==> src/rtl/mam_arb_pkg.sv <==
// Shared types for the two-master MAM memory arbiter.
//   mam_req_t       : registered copy of a granted request (rw, addr, burst, beats)
//   mam_arb_state_t : arbiter FSM states
//   beat_count()    : number of data beats a request carries
package mam_arb_pkg;

   localparam int ADDR_WIDTH = 32;

   typedef struct packed {
      logic                  rw;
      logic [ADDR_WIDTH-1:0] addr;
      logic                  burst;
      logic [13:0]           beats;
   } mam_req_t;

   typedef enum logic [1:0] {IDLE, REQ, WRITE, READ} mam_arb_state_t;

   // A burst of zero beats still moves one beat.
   function automatic logic [13:0] beat_count(input logic burst, input logic [13:0] beats);
      return (burst && beats != 14'd0) ? beats : 14'd1;
   endfunction

endpackage

==> src/rtl/mam_rr_arb2.sv <==
// Two-way round-robin winner select.
//   valid    : request valid per master
//   done     : pulse when the granted transaction finishes its last beat
//   done_sel : master that owned the finishing transaction
//   win      : winning master index (only meaningful when |valid)
//   prio     : master favoured on a tie
module mam_rr_arb2 (
   input  logic       clk,
   input  logic       rst,
   input  logic [1:0] valid,
   input  logic       done,
   input  logic       done_sel,
   output logic       win,
   output logic       prio
);

   // A lone requester always wins; on a tie the prio master wins.
   always_comb begin
      win = (valid == 2'b11) ? prio : valid[1];
   end

   always_ff @(posedge clk or negedge rst) begin
      if (!rst)      prio <= 1'b0;
      else if (done) prio <= ~done_sel;
   end

endmodule

==> src/rtl/mam_mem_arbiter.sv <==
// Shares one MAM memory port between two masters, granting whole
// transactions in round-robin order.
//   clk, rst   : clock, asynchronous active-low reset
//   s0_*, s1_* : requester ports (req / write / read channels)
//   m_*        : memory port (req / write / read channels)
module mam_mem_arbiter
   import mam_arb_pkg::*;
#(
   parameter int DATA_WIDTH = 16,
   parameter int ADDR_WIDTH = 32
) (
   input  logic                    clk,
   input  logic                    rst,
   input  logic                    s0_req_valid,
   output logic                    s0_req_ready,
   input  logic                    s0_req_rw,
   input  logic [ADDR_WIDTH-1:0]   s0_req_addr,
   input  logic                    s0_req_burst,
   input  logic [13:0]             s0_req_beats,
   input  logic                    s0_write_valid,
   input  logic [DATA_WIDTH-1:0]   s0_write_data,
   input  logic [DATA_WIDTH/8-1:0] s0_write_strb,
   output logic                    s0_write_ready,
   output logic                    s0_read_valid,
   output logic [DATA_WIDTH-1:0]   s0_read_data,
   input  logic                    s0_read_ready,
   input  logic                    s1_req_valid,
   output logic                    s1_req_ready,
   input  logic                    s1_req_rw,
   input  logic [ADDR_WIDTH-1:0]   s1_req_addr,
   input  logic                    s1_req_burst,
   input  logic [13:0]             s1_req_beats,
   input  logic                    s1_write_valid,
   input  logic [DATA_WIDTH-1:0]   s1_write_data,
   input  logic [DATA_WIDTH/8-1:0] s1_write_strb,
   output logic                    s1_write_ready,
   output logic                    s1_read_valid,
   output logic [DATA_WIDTH-1:0]   s1_read_data,
   input  logic                    s1_read_ready,
   output logic                    m_req_valid,
   input  logic                    m_req_ready,
   output logic                    m_req_rw,
   output logic [ADDR_WIDTH-1:0]   m_req_addr,
   output logic                    m_req_burst,
   output logic [13:0]             m_req_beats,
   output logic                    m_write_valid,
   output logic [DATA_WIDTH-1:0]   m_write_data,
   output logic [DATA_WIDTH/8-1:0] m_write_strb,
   input  logic                    m_write_ready,
   input  logic                    m_read_valid,
   input  logic [DATA_WIDTH-1:0]   m_read_data,
   output logic                    m_read_ready
);

   localparam int SW = DATA_WIDTH/8;

   mam_arb_state_t        state_q, state_d;
   mam_req_t              req_q;
   logic                  sel_q;
   logic [13:0]           cnt_q;
   logic                  win, prio, start, beat_fire, last_beat;

   // Per-master views so the datapath can index by sel_q / win.
   logic [1:0]            req_valid_v, wvalid_in, rready_in;
   mam_req_t              req_in   [2];
   logic [DATA_WIDTH-1:0] wdata_in [2];
   logic [SW-1:0]         wstrb_in [2];
   logic [1:0]            req_ready_o, write_ready_o, read_valid_o;
   logic [DATA_WIDTH-1:0] read_data_o [2];

   assign req_valid_v = {s1_req_valid, s0_req_valid};
   assign wvalid_in   = {s1_write_valid, s0_write_valid};
   assign rready_in   = {s1_read_ready, s0_read_ready};
   assign req_in[0]   = {s0_req_rw, s0_req_addr, s0_req_burst, s0_req_beats};
   assign req_in[1]   = {s1_req_rw, s1_req_addr, s1_req_burst, s1_req_beats};
   assign wdata_in[0] = s0_write_data;
   assign wdata_in[1] = s1_write_data;
   assign wstrb_in[0] = s0_write_strb;
   assign wstrb_in[1] = s1_write_strb;

   assign {s1_req_ready,   s0_req_ready}   = req_ready_o;
   assign {s1_write_ready, s0_write_ready} = write_ready_o;
   assign {s1_read_valid,  s0_read_valid}  = read_valid_o;
   assign s0_read_data = read_data_o[0];
   assign s1_read_data = read_data_o[1];

   assign start     = (state_q == IDLE) && (|req_valid_v);
   assign last_beat = beat_fire && (cnt_q == 14'd1);

   mam_rr_arb2 u_rr (
      .clk      (clk),
      .rst      (rst),
      .valid    (req_valid_v),
      .done     (last_beat),
      .done_sel (sel_q),
      .win      (win),
      .prio     (prio)
   );

   always_ff @(posedge clk or negedge rst) begin
      if (!rst) state_q <= IDLE;
      else      state_q <= state_d;
   end

   always_comb begin
      state_d       = state_q;
      req_ready_o   = '0;
      write_ready_o = '0;
      read_valid_o  = '0;
      read_data_o[0] = '0;
      read_data_o[1] = '0;
      m_req_valid   = 1'b0;
      m_req_rw      = 1'b0;
      m_req_addr    = '0;
      m_req_burst   = 1'b0;
      m_req_beats   = '0;
      m_write_valid = 1'b0;
      m_write_data  = '0;
      m_write_strb  = '0;
      m_read_ready  = 1'b0;
      beat_fire     = 1'b0;
      case (state_q)
         IDLE: begin
            if (|req_valid_v) begin
               req_ready_o[win] = 1'b1;
               state_d          = REQ;
            end
         end
         REQ: begin
            m_req_valid = 1'b1;
            m_req_rw    = req_q.rw;
            m_req_addr  = req_q.addr;
            m_req_burst = req_q.burst;
            m_req_beats = req_q.beats;
            if (m_req_ready) state_d = req_q.rw ? WRITE : READ;
         end
         WRITE: begin
            m_write_valid        = wvalid_in[sel_q];
            m_write_data         = wdata_in[sel_q];
            m_write_strb         = wstrb_in[sel_q];
            write_ready_o[sel_q] = m_write_ready;
            beat_fire            = wvalid_in[sel_q] && m_write_ready;
         end
         READ: begin
            read_valid_o[sel_q] = m_read_valid;
            read_data_o[sel_q]  = m_read_data;
            m_read_ready        = rready_in[sel_q];
            beat_fire           = m_read_valid && rready_in[sel_q];
         end
         default: state_d = IDLE;
      endcase
      if (beat_fire && cnt_q == 14'd1) state_d = IDLE;
   end

   always_ff @(posedge clk or negedge rst) begin
      if (!rst) begin
         sel_q <= 1'b0;
         req_q <= '0;
         cnt_q <= '0;
      end else if (start) begin
         sel_q <= win;
         req_q <= req_in[win];
         cnt_q <= beat_count(req_in[win].burst, req_in[win].beats);
      end else if (beat_fire) begin
         cnt_q <= cnt_q - 14'd1;
      end
   end

endmodule
==> config.mk <==
export PLATFORM = sky130hd
export DESIGN_NAME = mam_mem_arbiter
export DESIGN_NICKNAME = d
export VERILOG_FILES = /design/src/rtl/mam_arb_pkg.sv /design/src/rtl/mam_rr_arb2.sv /design/src/rtl/mam_mem_arbiter.sv
export SDC_FILE = /design/constraint.sdc
export NUM_CORES = 1
export LEC_CHECK = 0
export ABC_AREA = 1
export BUFFER_PORTS_ARGS = -buffer_cell sky130_fd_sc_hd__buf_2
export CELL_PAD_IN_SITES_DETAIL_PLACEMENT = 0
export CELL_PAD_IN_SITES_GLOBAL_PLACEMENT = 1
export CORE_AREA = 2 2 128 130
export DETAILED_ROUTE_END_ITERATION = 10
export DIE_AREA = 0 0 130 132
export PLACE_DENSITY = 0.9
export SLEW_MARGIN = 20
export SYNTH_ARGS = -nofsm -noshare
export SYNTH_HDL_FRONTEND = slang
export SYNTH_SLANG_ARGS = --single-unit
export TNS_END_PERCENT = 5
==> constraint.sdc <==
create_clock -name clk -period 1.84 [get_ports clk]
set_input_delay 0.276 -clock clk [delete_from_list [all_inputs] [get_ports clk]]
set_output_delay 0.276 -clock clk [all_outputs]
set_load 0.005 [all_outputs]
==> impl_metrics.toml <==
[hold_path]
hold_start = "s0_req_addr[16]"
hold_depth = 3
min_to = "req_q[31]"
hold_path.class = "in2reg"

[yosys]
syn_avg_cell_area_um2 = 6.601
synth_cells = 678
synth_edf_count = 0
ys_top_cells_by_area = "dfrtp_1 (37%), nand2_1 (15%), nor2_1 (11%), inv_1 (8.7%), a22oi_1 (5.5%)"
synth_warnings = 0
ys.flop_type = "dfrtp_1"
ys_types = 36
netlist.area_leader.share_pct = 36.90
synthesis.nets = 839
synth-seq-cells = 66
yosysSeqAreaShare_pct = 36.90
synth-async-reset-ratio_pct = 100.0
synth_top_area_cell = "dfrtp_1"
syn_area_mm2 = 0.004476

[clock_network]
cts_made_buffers = 9
clkTransAtPathRegs_ns = 0.06
h-tree-depth = 3
cts.path.max_buffers = 2
cts_tree = "built"
clock_sinks = 66
clock_latency_ns = 0.33
ctsRootBufferMaster = "clkbuf_16"

[outcome]
status = "finished clean"

[global_routing]
grt_max_degree = 67
antenna_found_initial = 0
grt_pass1_vias = 4959
gr-total-overflow = 0
grt_pass1_wl_um = 24650
grt_usage_pct = 18.04

[run]
cap_violations = 0

[sta]
fin_setup_tns_ns = 0
drv_slew = 0
skew_ns = 0.004972
hold_viol_final = 0
max-slew-margin-rel_pct = 70.97
finalCritPeriodShare_pct = 98.06
tightest_slew_ns = 0.4354
max_freq_mhz = 554.2
rsz0062_at_grt = "true"
setup_violations = 0
period_minus_slack_ns = 1.804

[layout]
layout_commonest_cell = "buf_2"
n_fill_cell = 1648
area.growth.synth_to_final_pct = 46.32
finalNetCount = 1107
final_area_mm2 = 0.006549
final_util_pct = 41.68
register_area_mm2 = 0.001654
multi_input_area_mm2 = 0.002301
final_cell_mix = "buf_2 (265), nand2_1 (178), nor2_1 (122)"
drive_above_1_share_pct = 38.00
n_antenna_cell = 0

[route]
antenna_left = 0
avgRoutedWirePerCell_um = 13.15
drc = 0
routed_wl_um = 15340
avgViaCountPerCell = 4.428
drt_first_pass_iters = 6
first_iter_violations = 276
num_vias = 5163

[critical_path]
end_kind = "primary output"
worstRegToRegCells = 9
crit_arrival_ns = 1.53
r2r-start = "state_q[0]"
crit_chain = "buf_4, nor2_4, inv_2, buf_12, a21oi_1, buf_2"
crit_family = "buffers and inverters"
critPathLaunchType = "flop"
path_max_fanout = 20
slowest_stage = "dfrtp_2"
path_buf_inv = 4
crit_type = "reg2out"
max_stage_delay_ns = 0.44
crit_required_ns = 1.56
reg2reg_to = "state_q[0]"
rrSetupSlack_ns = 0.10

[pwr]
power.density_mw_per_mm2 = 746.6
finalPower_mw = 4.889
peakVddDrop_uv = 346.6
leakage_nw = 3.792

[floorplanning]
io_pins = 266
initial_core_util_pct = 28.48
dieWidth_um = 130
rows = 46
dieArea_mm2 = 0.01716
coreArea_mm2 = 0.01571
die_y_um = 132

[placement]
hpwl_um = 11610
place_area_mm2 = 0.006145
gp_congestion = 0.8731
portBuffers = 265
-- synthesized netlist by cell type (4+ instances only) --
cell type,n
nand2_1,179
nand3_1,23
o21ai_0,23
clkbuf_1,19
buf_2,9
dfrtp_1,66
nor3_1,4
a21oi_1,32
nor2_1,130
a22oi_1,33
nand3_2,11
inv_1,104
a21oi_2,10
-- metal layers --
layer	global-route usage (%)	up-vias	wire [um]
li1	-	2632	-
met1	24.75	2323	7196
met2	28.53	194	6958
met3	3.815	14	999
met4	5.197	0	182
met5	0	-	0
-- kinds of logic (layout without fill, tap and decap cells) --
family	count (synthesis)	in the layout	synth area share [%]
flops	66	66	36.90
buf+inv	142	414	13.33
mux	1	1	0.2516
compound gates	109	109	15.49
fa+ha+maj	2	2	0.5590
simple gates	356	356	33.07
xor+xnor	2	2	0.3915
-- through the flow --
stage	cells	hold slack, ns	setup WS (ns)
2_1_floorplan	678	-0.01959	0.2575
3_3_place_gp	1148	0.3368	0.1357
6_report	1166	0.1406	0.03575
4_1_cts	1165	0.1295	-0.009573
5_1_grt	1166	0.1353	-0.02172
3_5_place_dp	1148	0.3314	0.09759
-- worst min-delay path, cell delays in order --
cell and delay (ns):
buf_2 0.07, nand2_1 0.04, nand2_1 0.05
-- what timing repair did --
item                                    CTS  global route
endpoints found under the setup margin   31            85
hold buffers                              1             0
pin swaps                                 0             1
cloned                                    0             0
gates resized for setup                  11            19
buffers inserted                          1             1
endpoints found under the hold margin    59             0
-- worst max-delay path by stage --
stage                 start          endpoint  slack, ns  depth (start not counted)
2_1_floorplan      cnt_q[0]         cnt_q[12]       0.26                          8
3_3_place_gp   s0_req_valid          cnt_q[8]       0.14                          9
3_5_place_dp   s0_req_valid          cnt_q[8]        0.1                         11
4_1_cts          state_q[1]      s0_req_ready      -0.01                          6
5_1_grt               sel_q   m_write_strb[1]      -0.02                          5
6_report         state_q[0]  m_write_data[14]       0.04                          6
-- final cells by class --
| type | count | area share [%] |
|---|---|---|
| well taps | 216 | 4.127 |
| repair buffers | 292 | 24.78 |
| clock inverters | 2 | 0.1528 |
| flip-flops and latches | 66 | 25.26 |
| multi-input cells | 470 | 35.14 |
| clock buffers | 13 | 4.280 |
| inverters | 107 | 6.267 |
-- flip-flops by register name (all words and copies together) (netlist names) --
name	flops
cnt_q	14
req_q	48
sel_q	1
state_q	2
u_rr.prio	1
-- power by group --
group	switching [mW]	internal, mW	leakage [nW]
registers	0.179	1.65	0.783
logic	0.769	0.621	2.86
clock network	0.623	1.05	0.147
Power figures use the tool's default switching activity.
